$ cat src/rtl/tt_sweep_ctrl.sv
// Walks x through every minterm of an NIN-input function block, capturing f_in into tt with a
// running popcount and expected-table compare; result held on tt_valid until tt_ready.
module tt_sweep_ctrl #(
  parameter int NIN  = 7,
  parameter int PIPE = 0
) (
  input  logic                 clk,
  input  logic                 rst_n,
  input  logic                 start,
  input  logic                 abort,
  input  logic [(1<<NIN)-1:0]  exp_tt,
  output logic [NIN-1:0]       x,
  input  logic                 f_in,
  output logic                 busy,
  output logic [(1<<NIN)-1:0]  tt,
  output logic [NIN:0]         ones,
  output logic                 match,
  output logic                 tt_valid,
  input  logic                 tt_ready
);

  localparam int NT = 1 << NIN;
  localparam logic [NIN-1:0] X_LAST = '1;

  typedef enum logic [1:0] {IDLE, SWEEP, DRAIN, HOLD} state_t;

  state_t          state;
  logic [NT-1:0]   exp_q;
  logic            cap_vld;
  logic [NIN-1:0]  cap_idx;
  logic            cap_en;
  logic [NT-1:0]   tt_nxt;
  logic [NIN:0]    ones_nxt;

  // The capture tag trails x by PIPE edges so each f_in sample lands on the minterm that produced it.
  generate
    if (PIPE == 0) begin : g_nopipe
      assign cap_vld = (state == SWEEP);
      assign cap_idx = x;
    end else begin : g_pipe
      logic [NIN-1:0] tag_idx [PIPE];
      logic [PIPE-1:0] tag_vld;

      always_ff @(posedge clk) begin
        if (!rst_n || abort) begin
          tag_vld <= '0;
          for (int i = 0; i < PIPE; i++) tag_idx[i] <= '0;
        end else begin
          tag_vld[0] <= (state == SWEEP);
          tag_idx[0] <= x;
          for (int i = 1; i < PIPE; i++) begin
            tag_vld[i] <= tag_vld[i-1];
            tag_idx[i] <= tag_idx[i-1];
          end
        end
      end

      assign cap_vld = tag_vld[PIPE-1];
      assign cap_idx = tag_idx[PIPE-1];
    end
  endgenerate

  assign cap_en = cap_vld && !abort && ((state == SWEEP) || (state == DRAIN));

  always_comb begin
    tt_nxt   = tt;
    ones_nxt = ones;
    if (cap_en) begin
      tt_nxt[cap_idx] = f_in;
      ones_nxt        = ones + {{NIN{1'b0}}, f_in};
    end
  end

  always_ff @(posedge clk) begin
    if (!rst_n) begin
      state    <= IDLE;
      x        <= '0;
      tt       <= '0;
      ones     <= '0;
      match    <= 1'b0;
      tt_valid <= 1'b0;
      busy     <= 1'b0;
      exp_q    <= '0;
    end else if (abort) begin
      // Partial tt/ones are left in place; tt_valid low marks them as unusable.
      state    <= IDLE;
      x        <= '0;
      tt_valid <= 1'b0;
      busy     <= 1'b0;
    end else begin
      tt   <= tt_nxt;
      ones <= ones_nxt;
      case (state)
        IDLE: begin
          if (start) begin
            state <= SWEEP;
            busy  <= 1'b1;
            x     <= '0;
            tt    <= '0;
            ones  <= '0;
            match <= 1'b0;
            exp_q <= exp_tt;
          end
        end
        SWEEP: begin
          if (x == X_LAST) begin
            x <= '0;
            if (PIPE == 0) begin
              state    <= HOLD;
              tt_valid <= 1'b1;
              match    <= (tt_nxt == exp_q);
            end else begin
              state <= DRAIN;
            end
          end else begin
            x <= x + 1'b1;
          end
        end
        DRAIN: begin
          if (cap_vld && (cap_idx == X_LAST)) begin
            state    <= HOLD;
            tt_valid <= 1'b1;
            match    <= (tt_nxt == exp_q);
          end
        end
        HOLD: begin
          if (tt_ready) begin
            state    <= IDLE;
            tt_valid <= 1'b0;
            busy     <= 1'b0;
          end
        end
        default: state <= IDLE;
      endcase
    end
  end

endmodule

$ cat config.mk
export PLATFORM = sky130hd
export DESIGN_NAME = tt_sweep_ctrl
export DESIGN_NICKNAME = d
export VERILOG_FILES = /design/src/rtl/tt_sweep_ctrl.sv
export SDC_FILE = /design/constraint.sdc
export NUM_CORES = 1
export LEC_CHECK = 0
export BUFFER_PORTS_ARGS = -buffer_cell sky130_fd_sc_hd__clkbuf_2
export CELL_PAD_IN_SITES_DETAIL_PLACEMENT = 1
export CELL_PAD_IN_SITES_GLOBAL_PLACEMENT = 2
export CORE_UTILIZATION = 33
export CTS_BUF_LIST = sky130_fd_sc_hd__clkbuf_4 sky130_fd_sc_hd__clkbuf_8
export CTS_CLUSTER_DIAMETER = 100
export DETAILED_ROUTE_END_ITERATION = 8
export GPL_TIMING_DRIVEN = 0
export HOLD_SLACK_MARGIN = 0.1
export PLACE_DENSITY_LB_ADDON = 0.1
export SETUP_SLACK_MARGIN = 0.4
export SLEW_MARGIN = 5
export SYNTH_ARGS = -nofsm -noshare
export SYNTH_HDL_FRONTEND = slang
export SYNTH_SLANG_ARGS = --single-unit
$ cat constraint.sdc
create_clock -name clk -period 4.3 [get_ports clk]
set_input_delay 0.86 -clock clk [delete_from_list [all_inputs] [get_ports clk]]
set_output_delay 0.86 -clock clk [all_outputs]
set_load 0.01 [all_outputs]
### After elaboration in Yosys (flattened, before gate mapping)

Index checks and enable logic that the tools add are counted.

* register bits: 276
* logic and storage cells: 68
* bits of input ports: 134
* ROM bits: 0
* memories: 0
* memory bits (writable): 0
* latch bits: 0
* output and inout port bits: 146

* bitwise operators: 2
* shifts and indexed selects: 0
* div/mod/pow operators: 0
* $lt $le $gt $ge: 2
* equality and inequality tests: 9
* reduce and logical (&&, ||, !) cells: 18
* $add $sub $neg: 2
* multiplexer cells: 27
* multiply operators: 0

Operators with widths (number)
* $mux 128: 3
* $bwmux 128: 1
* $eq 128x128->1: 1
* $mux 8: 3
* $mux 7: 2
* $pmux 7 s2: 1
* $add 8x1->8: 1
* $lt 7x8->1 const B: 1
* $mux 1: 8
* $mux 2: 4
* $pmux 2 s4: 1
* $reduce_and 4->1: 2
* $add 7x1->7 const B: 1
* $demux 1 s7: 1
* $eq 7x7->1 const B: 1
* $ge 7x1->1 const B: 1
* $pmux 1 s3: 2
* $reduce_and 3->1: 2
* $reduce_bool 3->1: 2
* $reduce_and 5->1: 1
* $eq 2x2->1 const B: 2
* $logic_and 1x1->1: 4
* $ne 2x1->1 const B: 2
* $ne 2x2->1 const B: 2
* other kinds (9): 11

### Logic depth before layout (Yosys ltp)

Gate-level depths: netlist of the first run.

* depth in word-level cells: 9
* depth in mapped cells: 14
* depth with buffers taken out: 10

### Worst setup path before layout of the first run

Ideal clock, no wire load.

* kind: input -> register
* start: input f_in
* end: register match
* slack: 0.830 ns
* data required time: 4.240 ns
* path buffers: 5
* stages: 11
* setup time: 0.060 ns
* data arrival time: 3.410 ns
* cells stage by stage: clkbuf_1 clkbuf_1 buf_1 buf_1 clkbuf_1 nand3_1 a311o_1 nor4_1 nand4_1 nor4_1 a32o_1

* word-level cells in the longest chain between the ends: 5
* elaborated cells between the ends (all ways): 6
* those cells by class: eq/ne: 1; mux: 5

Ends and longest elaborated chain
* start, declared: RTL line 13 `input logic f_in,`
* $bwmux 128 (*): RTL line 69 `tt_nxt[cap_idx] = f_in;`
* $mux 128 (*): RTL line 68 `if (cap_en) begin`
* $eq 128x128->1 (*): RTL line 111, 123
* $mux 1, on equally long branches: RTL line 120, 106
* $pmux 1 s3 (*): RTL line 93 `case (state)`
* end signal, assigned: RTL line 111 `match <= (tt_nxt == exp_q);`
* end signal, assigned: RTL line 123 `match <= (tt_nxt == exp_q);`
* end, declared: RTL line 17 `output logic match,`

Every way passes the cells marked *; elsewhere a longest branch is shown, timed or not. The select of a mux whose other input is x is not followed.
A chain may end at the register's enable or synchronous reset.

### Final worst setup path of the first run

Ends and elaborated chain as after synthesis.

==> impl_metrics.csv, run 1 <==
group,metric,value,unit
outcome,status,"complete, no violations",
worst_hold_path,hold_start,"exp_tt[25]",
placement,portBuffers,278,
timing,slew_headroom,25.2,%
timing,rsz0062_at_grt,"yes",
drt,drtIter0Drc,1799,
placement,dp.final_hpwl,76.2,mm
drt,num_vias,18900,
timing,min_period,3.97,ns
layout,area_delta_synth_final,25.2,%
run,cap_violations,0,
clock_network,clk_pin_slew,0.07,ns
global_route,antenna_found_initial,5,
global_route,grt_max_degree,16,
timing,slew_violations,0,
clock_network,clockBufferDepth,3,
timing,fmax,252,MHz
yosys,synth_area,15900,µm²
clock_network,hold_buffers,0,
worst_hold_path,min_path_type,"in2reg",
layout,nNetsFinal,2588,
setup_path,reg2reg_to,"match",
layout,seq_area,5530,µm²
layout,nFillCells,5986,
timing,hold_viol,0,
layout,multi_input_area,9950,µm²
drt,drc,0,
global_route,grt_pass1_vias,18500,
setup_path,cp-end-kind,"flop",
yosys,syn_inst,2093,
yosys,async_reset_ff_share,0,%
die,die_width,222,µm
yosys,syn-num-nets,2236,
die,start_util,33.4,%
yosys,synth_seq_cells,276,
placement,place_congestion,1.01,
drt,post_drt_wl_per_cell,31.3,µm
layout,drive_gt1_share,21.9,%
setup_path,worstSetupStartpointType,"input port",
yosys,yosysSeqAreaShare,34.7,%
drt,drt-vias-per-instance,6.09,
setup_path,worstPathRequired,4.91,ns
yosys,yosysUniqueCellTypes,77,
yosys,yosys_most_used_dff,"dfxtp_1",
global_route,grt_pass1_wl,135,mm
clock_network,cts_buffers,51,
clock_network,cts_tree,"done",
drt,ant_nets,0,
global_route,grt_usage,38.6,%
clock_network,root_buffer,"clkbuf_8",
setup_path,rr_startpoint,"x[2]",
layout,layout_common_cells,"349 x nand2_1, 306 x clkbuf_2, 274 x dfxtp_1",
setup_path,setup.worst_path.class,"in2reg",
drt,firstDrtPassIters,5,
die,core_region_area,47600,µm²
drt,wirelength,97.0,mm
layout,final_common_cell,"nand2_1",
die,rows,80,
timing,skew,0.0364,ns
power_and_ir_drop,total_power,0.00631,W
setup_path,ff2ff_path_depth,10,
die,die_h,222,µm
clock_network,cts.sinks,276,
yosys,synth-edff-count,0,
timing,min_period_over_period,92.3,%
die,die-area,49100,µm²
global_route,overflow,0,
clock_network,insertion_delay,0.68,ns
clock_network,htree_num_levels,2,
setup_path,worstPathArrival,4.58,ns
setup_path,crit_fanout,10,
timing,tns,0,ns
power_and_ir_drop,p_per_area,317,nW/µm²
worst_hold_path,hold_end,"exp_q[25]",
power_and_ir_drop,leakagePower,7.19,nW
setup_path,reg2reg_slack,0.36,ns
timing,setup_viol,0,
timing,worst_pin_slew,1.12,ns
die,ioPinCount,280,
yosys,ys_warn_count,0,
power_and_ir_drop,vdd_drop_max,0.000221,V
worst_hold_path,hold_depth,3,
yosys,synth_area_per_cell,7.60,µm²
metal layers:
| layer | GRT usage (%) | up-vias | share of wire (%) |
|---|---|---|---|
| met5 | 0 | - | 0.013 |
| met1 | 50.9 | 9457 | 43 |
| met4 | 19.4 | 2 | 5.4 |
| met3 | 6.84 | 223 | 7.7 |
| met2 | 60.6 | 924 | 44 |
| li1 | - | 8260 | - |
final cells by class:
cell class / instances / area share, %
inverter: 15 / 0.283
clock buffer: 78 / 5.01
sequential: 276 / 27.8
timing repair buffer: 299 / 7.78
antenna: 4 / 0.0503
buffer: 209 / 4.76
tap: 615 / 3.86
multi-input combinational: 1593 / 50.0
clock inverter: 11 / 0.534
how the worst max path moves through the flow:
stage	depth (start not counted)	to	slack, ns	from
6_report	13	match	0.33	f_in
5_1_grt	9	tt[13]	0.36	f_in
4_1_cts	13	match	0.37	state[1]
3_5_place_dp	13	match	-1.94	f_in
3_3_place_gp	13	match	-1.88	f_in
2_1_floorplan	11	match	0.83	f_in
synth_stat cells (6+ instances only):
cell	n	area share, %
nor2_1	103	2.4
inv_1	14	0.33
clkbuf_1	152	3.6
o2111ai_1	7	0.39
nand4bb_1	6	0.42
or4_1	16	0.75
ha_1	9	0.71
a21o_1	13	0.61
nand4_1	68	2.7
dfxtp_1	276	35
nor3_1	64	2.0
and2_1	7	0.28
xor2_1	15	0.83
o31ai_1	54	2.5
buf_1	42	0.99
nand2b_1	10	0.39
xnor2_1	36	2.0
a21oi_1	109	3.4
nor4_1	32	1.3
a21boi_0	247	12
mux2i_1	56	3.5
or3_1	7	0.28
buf_2	14	0.44
nor2b_1	7	0.28
nand2_1	349	8.2
o21ai_0	139	4.4
nand3_1	85	2.7
and3_1	35	1.4
o31a_1	8	0.44
kinds of logic after synthesis:
kind of cell    synth area share (%)
mux                             3.52
xor+xnor                        2.81
flops                           34.7
simple gates                    26.1
compound gates                  26.8
buf+inv                         5.42
fa+ha+maj                      0.708
sequential cells by signal, indices dropped and copies added (netlist names):
name,count
x,7
state,2
exp_q,128
ones,8
busy,1
tt,128
tt_valid,1
match,1
critical path: stages:
cell and delay [ns]:
clkbuf_2 0.13, clkbuf_1 0.31, buf_2 0.38, buf_2 0.37, buf_2 0.38, buf_2 0.40
buf_4 0.35, mux2i_1 0.14, xnor2_1 0.22, nor4_1 0.39, nand4_1 0.24, nor4_2 0.22
a32o_1 0.16
power breakdown:
group / switching (W) / internal (W) / leakage [nW]
combinational: 0.000548 / 0.000246 / 4.37
clock: 0.00126 / 0.00155 / 0.590
sequential: 0.0000930 / 0.00262 / 2.24
total: 0.00190 / 0.00441 / 7.19
per-stage QoR:
stage,hold WS [ns],cells,area (µm²),util (%),setup slack [ns]
5_1_grt,0.426,3096,19900,41.8,0.364
6_report,0.423,3100,19900,41.8,0.332
3_3_place_gp,0.455,2986,18100,37.9,-1.88
3_5_place_dp,0.471,2987,18100,38.0,-1.94
2_1_floorplan,0.443,2093,15900,-,0.830
4_1_cts,0.388,3093,19700,41.2,0.371
what timing repair did:
action | CTS | global route
gates resized for setup | 132 | 77
pin swaps | 8 | 5
buffers inserted | 17 | 3
setup endpoints to repair | 60 | 2
(Power assumes the default switching activity.)
==> run 2: changes to the inputs <==
==> constraint.sdc (replaced) <==
create_clock -name clk -period 4.3 [get_ports clk]
set_input_delay 0.645 -clock clk [delete_from_list [all_inputs] [get_ports clk]]
set_output_delay 0.645 -clock clk [all_outputs]
set_load 0.01 [all_outputs]
==> run 2 against run 1 <==
Net effect:
- global-route usage hardly changed
- maximum frequency is 4.1% lower
- register-to-register slack worse by 0.11 ns
- power hardly changed
- clock skew is 0.0039 ns higher
- largest cell class unchanged
- highest routed layer unchanged
==> impl_metrics.csv, run 2 (same netlist as run 1, synthesis figures left out) <==
group,metric,value,unit
clock_network,cts_buffers,51,
timing,slew_violations,0,
die,die-area,49100,µm²
power_and_ir_drop,leakagePower,7.15,nW
setup_path,crit_top_cell,"clkbuf_2",
setup_path,worstPathRequired,4.91,ns
setup_path,crit_buf_inv,7,
clock_network,insertion_delay,0.68,ns
die,ioPinCount,280,
die,rows,80,
run,cap_violations,0,
timing,rsz0062_at_grt,"yes",
worst_hold_path,min_path_type,"in2reg",
timing,setup_viol,0,
drt,wirelength,97.2,mm
die,core_region_area,47600,µm²
placement,dp.final_hpwl,76.2,mm
placement,dp_cells,2987,
setup_path,critPathSlowestCell,"clkdlybuf4s15_2",
global_route,grt_usage,38.7,%
drt,firstDrtPassIters,5,
power_and_ir_drop,p_switching,0.00190,W
setup_path,cpPeakStageDelay,0.60,ns
outcome,status,"complete, no violations",
power_and_ir_drop,seq_power_share,43.0,%
drt,drt-vias-per-instance,6.09,
setup_path,path_cells,"clkbuf_2 -> clkbuf_1 -> clkbuf_2 -> buf_2 -> buf_2 -> clkbuf_2 -> clkdlybuf4s15_2 -> mux2i_1 -> xnor2_1 -> nor4_1 -> nand4_1 -> nor4_1 -> a32o_1",
die,die_h,222,µm
global_route,grt_max_degree,16,
clock_network,clk_pin_slew,0.07,ns
setup_path,cp-end-kind,"flop",
setup_path,crit_fanout,10,
clock_network,clockBufferDepth,3,
global_route,antenna_found_initial,5,
power_and_ir_drop,vdd_drop_max,0.000221,V
drt,ant_nets,0,
power_and_ir_drop,p_clk_share,44.5,%
global_route,overflow,0,
layout,drive_gt1_share,21.0,%
die,start_util,33.4,%
drt,drc,0,
clock_network,cts.sinks,276,
placement,dpl-instance-area,18100,µm²
layout,final_cells,3095,
clock_network,root_buffer,"clkbuf_8",
setup_path,worstPathArrival,4.75,ns
setup_path,worstSetupStartpointType,"input port",
setup_path,setup.worst_path.class,"in2reg",
drt,drtIter0Drc,1821,
timing,fmax,242,MHz
layout,layout_common_cells,"349 x nand2_1, 310 x clkbuf_2, 275 x dfxtp_1",
clock_network,hold_buffers,0,
layout,postLayoutCellArea,19800,µm²
clock_network,htree_num_levels,2,
drt,post_drt_wl_per_cell,31.4,µm
drt,num_vias,18800,
layout,area_delta_synth_final,24.1,%
power_and_ir_drop,p_per_area,319,nW/µm²
timing,tns,0,ns
layout,nNetsFinal,2585,
timing,skew,0.0403,ns
placement,portBuffers,278,
timing,holdWs,0.205,ns
timing,worst_pin_slew,1.08,ns
power_and_ir_drop,comb_power_share,12.5,%
timing,min_period,4.14,ns
timing,slew_headroom,27.7,%
power_and_ir_drop,sw_frac_of_total,30.1,%
timing,hold_viol,0,
timing,min_period_over_period,96.2,%
setup_path,path_delay_family,"buffers and inverters",
clock_network,cts_tree,"done",
layout,nFillCells,5982,
layout,final_common_cell,"nand2_1",
global_route,grt_pass1_wl,135,mm
die,die_width,222,µm
layout,reg_top3,"exp_q x128, tt x128, ones x8",
placement,place_congestion,1.01,
global_route,grt_pass1_vias,18500,
power_and_ir_drop,p_int,0.00441,W
run 2: cell count changes in the layout (fill, tap and decap cells not counted), moves of 3 or more:
cell	change
nor3_2	-4
o31ai_2	-3
clkbuf_4	-9
nor3_1	+5
buf_4	-7
clkbuf_2	+4
o31ai_1	+4
run 2: tightest hold or removal path: cells and delay by family:
family,cells,cell delay (ns)
compound gates,1,0.06
buf+inv,1,0.08
simple gates,1,0.04
run 2: stage by stage:
stage	setup slack [ns]	utilization (%)	power [W]
after floorplan	0.942	-	0.00310
after global placement	-1.66	37.9	0.00349
after detailed placement	-1.73	38.0	0.00350
after CTS	0.400	41.3	0.00631
after global routing	0.268	41.4	0.00649
final	0.163	41.5	0.00631
run 2: path summary, 6_finish.rpt:
| check | startpoint | end | slack [ns] | cells after the start |
|---|---|---|---|---|
| worst max register to register | x[0] | match | 0.25 | 12 |
| worst max-delay path | f_in | match | 0.16 | 13 |
| worst min register to register | exp_q[2] | exp_q[2] | 0.48 | 2 |
| worst min-delay path | exp_tt[122] | exp_q[122] | 0.21 | 3 |
run 2: layout make-up:
type	count	area (µm²)	area share, %
Antenna cell	2	5.00	0.0253
Clock buffer	78	998	5.05
Inverter	15	56.3	0.285
Timing Repair Buffer	296	1530	7.73
Buffer	209	932	4.72
Tap cell	615	769	3.90
Sequential cell	276	5530	28.0
Clock inverter	11	106	0.538
Multi-Input combinational cell	1593	9830	49.8
run 2: power groups by stage:
| stage | combinational (W) | sequential (W) | clock [W] |
|---|---|---|---|
| finish | 0.000790 | 0.00271 | 0.00280 |
| global route | 0.000828 | 0.00271 | 0.00295 |
| CTS | 0.000767 | 0.00271 | 0.00284 |
| detailed placement | 0.000739 | 0.00276 | 0 |
| global placement | 0.000728 | 0.00276 | 0 |
| floorplan | 0.000386 | 0.00271 | 0 |
run 2: routing by layer:
metal / global-route usage, % / part of all wire [%]
met1: 50.7 / 43
met2: 60.8 / 44
met3: 7.05 / 7.7
met4: 19.4 / 5.5
met5: 0 / 0.013
run 2: repair_timing:
action / in CTS / in global routing
endpoints found under the setup margin: 58 / 39
pin swaps: 9 / 0
gates resized for setup: 136 / 21
cloned: 0 / 0
buffers inserted: 17 / 0
==> run 3: changes to the inputs <==
==> constraint.sdc (replaced) <==
create_clock -name clk -period 4.3 [get_ports clk]
set_input_delay 1.075 -clock clk [delete_from_list [all_inputs] [get_ports clk]]
set_output_delay 1.075 -clock clk [all_outputs]
set_load 0.01 [all_outputs]
==> run 3 against run 2 <==
Net effect:
- clock power barely moved
- sequential cell count unchanged
- setup slack gained 0.17 ns
- cell count unchanged
- critical endpoint unchanged
- clock skew hardly changed
- wire length down 0.26%
- die area unchanged
- highest routed layer unchanged
- count of clock-buffer cells in the layout unchanged
- power about the same
- largest power group unchanged
- combinational power is 0.9% higher
- non-clock buffer count down 1
==> impl_metrics.csv, run 3 (same netlist as run 1, synthesis figures left out) <==
group,metric,value,unit
layout,final_common_cell,"nand2_1",
placement,portBuffers,278,
drt,wirelength,97.0,mm
die,die-area,49100,µm²
setup_path,crit_fanout,10,
layout,postLayoutCellArea,19900,µm²
placement,place_congestion,1.01,
placement,dpl-instance-area,18100,µm²
setup_path,critPathCapture,"match",
power_and_ir_drop,vdd_drop_max,0.000220,V
global_route,met3_usage,7.20,%
timing,slew_headroom,24.8,%
layout,layout_common_cells,"349 x nand2_1, 305 x clkbuf_2, 274 x dfxtp_1",
drt,ant_nets,0,
outcome,status,"complete, no violations",
clock_network,insertion_delay,0.69,ns
power_and_ir_drop,leakagePower,7.19,nW
setup_path,worstPathArrival,4.58,ns
clock_network,cts_buffers,51,
layout,drive_gt1_share,22.0,%
global_route,grt_pass1_vias,18400,
timing,setup_viol,0,
timing,rsz0062_at_grt,"yes",
setup_path,crit_path_start,"abort",
timing,slew_violations,0,
die,ioPinCount,280,
setup_path,critPathSlowestCell,"or2_2",
global_route,grt_max_degree,16,
die,rows,80,
global_route,antenna_found_initial,5,
clock_network,clk_pin_slew,0.07,ns
setup_path,setup.worst_path.class,"in2reg",
drt,drt-vias-per-instance,6.07,
layout,nNetsFinal,2584,
setup_path,cp-end-kind,"flop",
global_route,grt_util_met2,60.1,%
setup_path,cpPeakStageDelay,0.40,ns
drt,post_drt_wl_per_cell,31.3,µm
drt,firstDrtPassIters,5,
layout,area_delta_synth_final,25.2,%
setup_path,worstPathRequired,4.91,ns
setup_path,worstSetupStartpointType,"input port",
timing,worst_slack,0.337,ns
run,cap_violations,0,
die,start_util,33.4,%
clock_network,cts.sinks,276,
drt,drc,0,
global_route,overflow,0,
layout,final_cells,3095,
die,die_h,222,µm
setup_path,ff2ff_path_depth,10,
clock_network,root_buffer,"clkbuf_8",
clock_network,clockBufferDepth,3,
setup_path,reg2reg_slack,0.36,ns
die,core_region_area,47600,µm²
global_route,grt_usage,38.6,%
timing,skew,0.0400,ns
setup_path,reg2reg_to,"match",
timing,worst_pin_slew,1.13,ns
global_route,busiest_layer,"met2",
worst_hold_path,hold_start,"busy",
layout,reg_top3,"exp_q x128, tt x128, ones x8",
worst_hold_path,min_path_type,"reg2reg",
power_and_ir_drop,p_per_area,317,nW/µm²
drt,drtIter0Drc,1798,
timing,tns,0,ns
setup_path,path_cells,"clkbuf_2 -> or2_2 -> clkbuf_2 -> clkbuf_4 -> buf_2 -> clkbuf_4 -> nor2_1 -> a21oi_1 -> a2111oi_2 -> nor4b_4 -> nand4_1 -> nor4_1 -> a32o_1",
layout,nFillCells,5980,
clock_network,cts_tree,"done",
drt,num_vias,18800,
placement,dp.final_hpwl,76.2,mm
clock_network,htree_num_levels,2,
timing,hold_viol,0,
placement,place_ws,-2.16,ns
setup_path,rr_startpoint,"x[2]",
timing,fmax,252,MHz
die,die_width,222,µm
global_route,met1_usage,50.6,%
timing,min_period,3.96,ns
placement,dp_cells,2987,
global_route,grt_pass1_wl,135,mm
timing,min_period_over_period,92.2,%
## run 3: layer usage
layer / part of all wire, % / wire (µm)
met5: 0.013 / 13
met4: 5.5 / 5340
met3: 7.8 / 7600
met2: 44 / 42700
met1: 43 / 41300
## run 3: worst min-delay path by stage
stage / to / slack, ns / cells past startpoint
2_1_floorplan: exp_q[113] / 0.44 / 2
3_3_place_gp: exp_q[30] / 0.45 / 2
3_5_place_dp: exp_q[2] / 0.47 / 2
4_1_cts: exp_q[16] / 0.48 / 2
5_1_grt: busy / 0.50 / 2
6_report: busy / 0.48 / 2
## run 3: area by class of cell
type	count	area (µm²)	area share, %
sequential	276	5530	27.7
inverter	15	60.1	0.301
timing repair buffer	295	1520	7.62
multi-input combinational	1593	9980	50.1
clock inverter	11	106	0.534
buffer	209	957	4.80
tap	615	769	3.86
antenna	3	7.51	0.0377
clock buffer	78	998	5.01
## run 3: through the flow
stage | util [%] | hold WS, ns | power (W)
CTS | 40.9 | 0.479 | 0.00630
detailed placement | 38.0 | 0.471 | 0.00350
finish | 41.8 | 0.478 | 0.00631
floorplan | - | 0.443 | 0.00310
global route | 41.8 | 0.504 | 0.00650
global placement | 37.9 | 0.455 | 0.00349
## run 3: power by group
group | leakage, nW | switching, W | internal, W | total [W]
clock | 0.590 | 0.00126 | 0.00155 | 0.00280
sequential | 2.24 | 0.0000925 | 0.00262 | 0.00271
combinational | 4.36 | 0.000548 | 0.000249 | 0.000797
total | 7.19 | 0.00190 | 0.00441 | 0.00631
## run 3: worst max-delay path, delay by kind of cell
kind,cells,cell delay (ns)
and+or+nand+nor,5,1.34
buffers and inverters,5,1.37
AOI/OAI and AO/OA,3,0.76
## run 3: what timing repair did
action,4_1_cts,5_1_grt
gates resized for setup,101,129
setup endpoints to repair,101,53
pin swaps,5,9
hold buffers,0,0
endpoints found under the hold margin,0,0
setup buffers,9,7
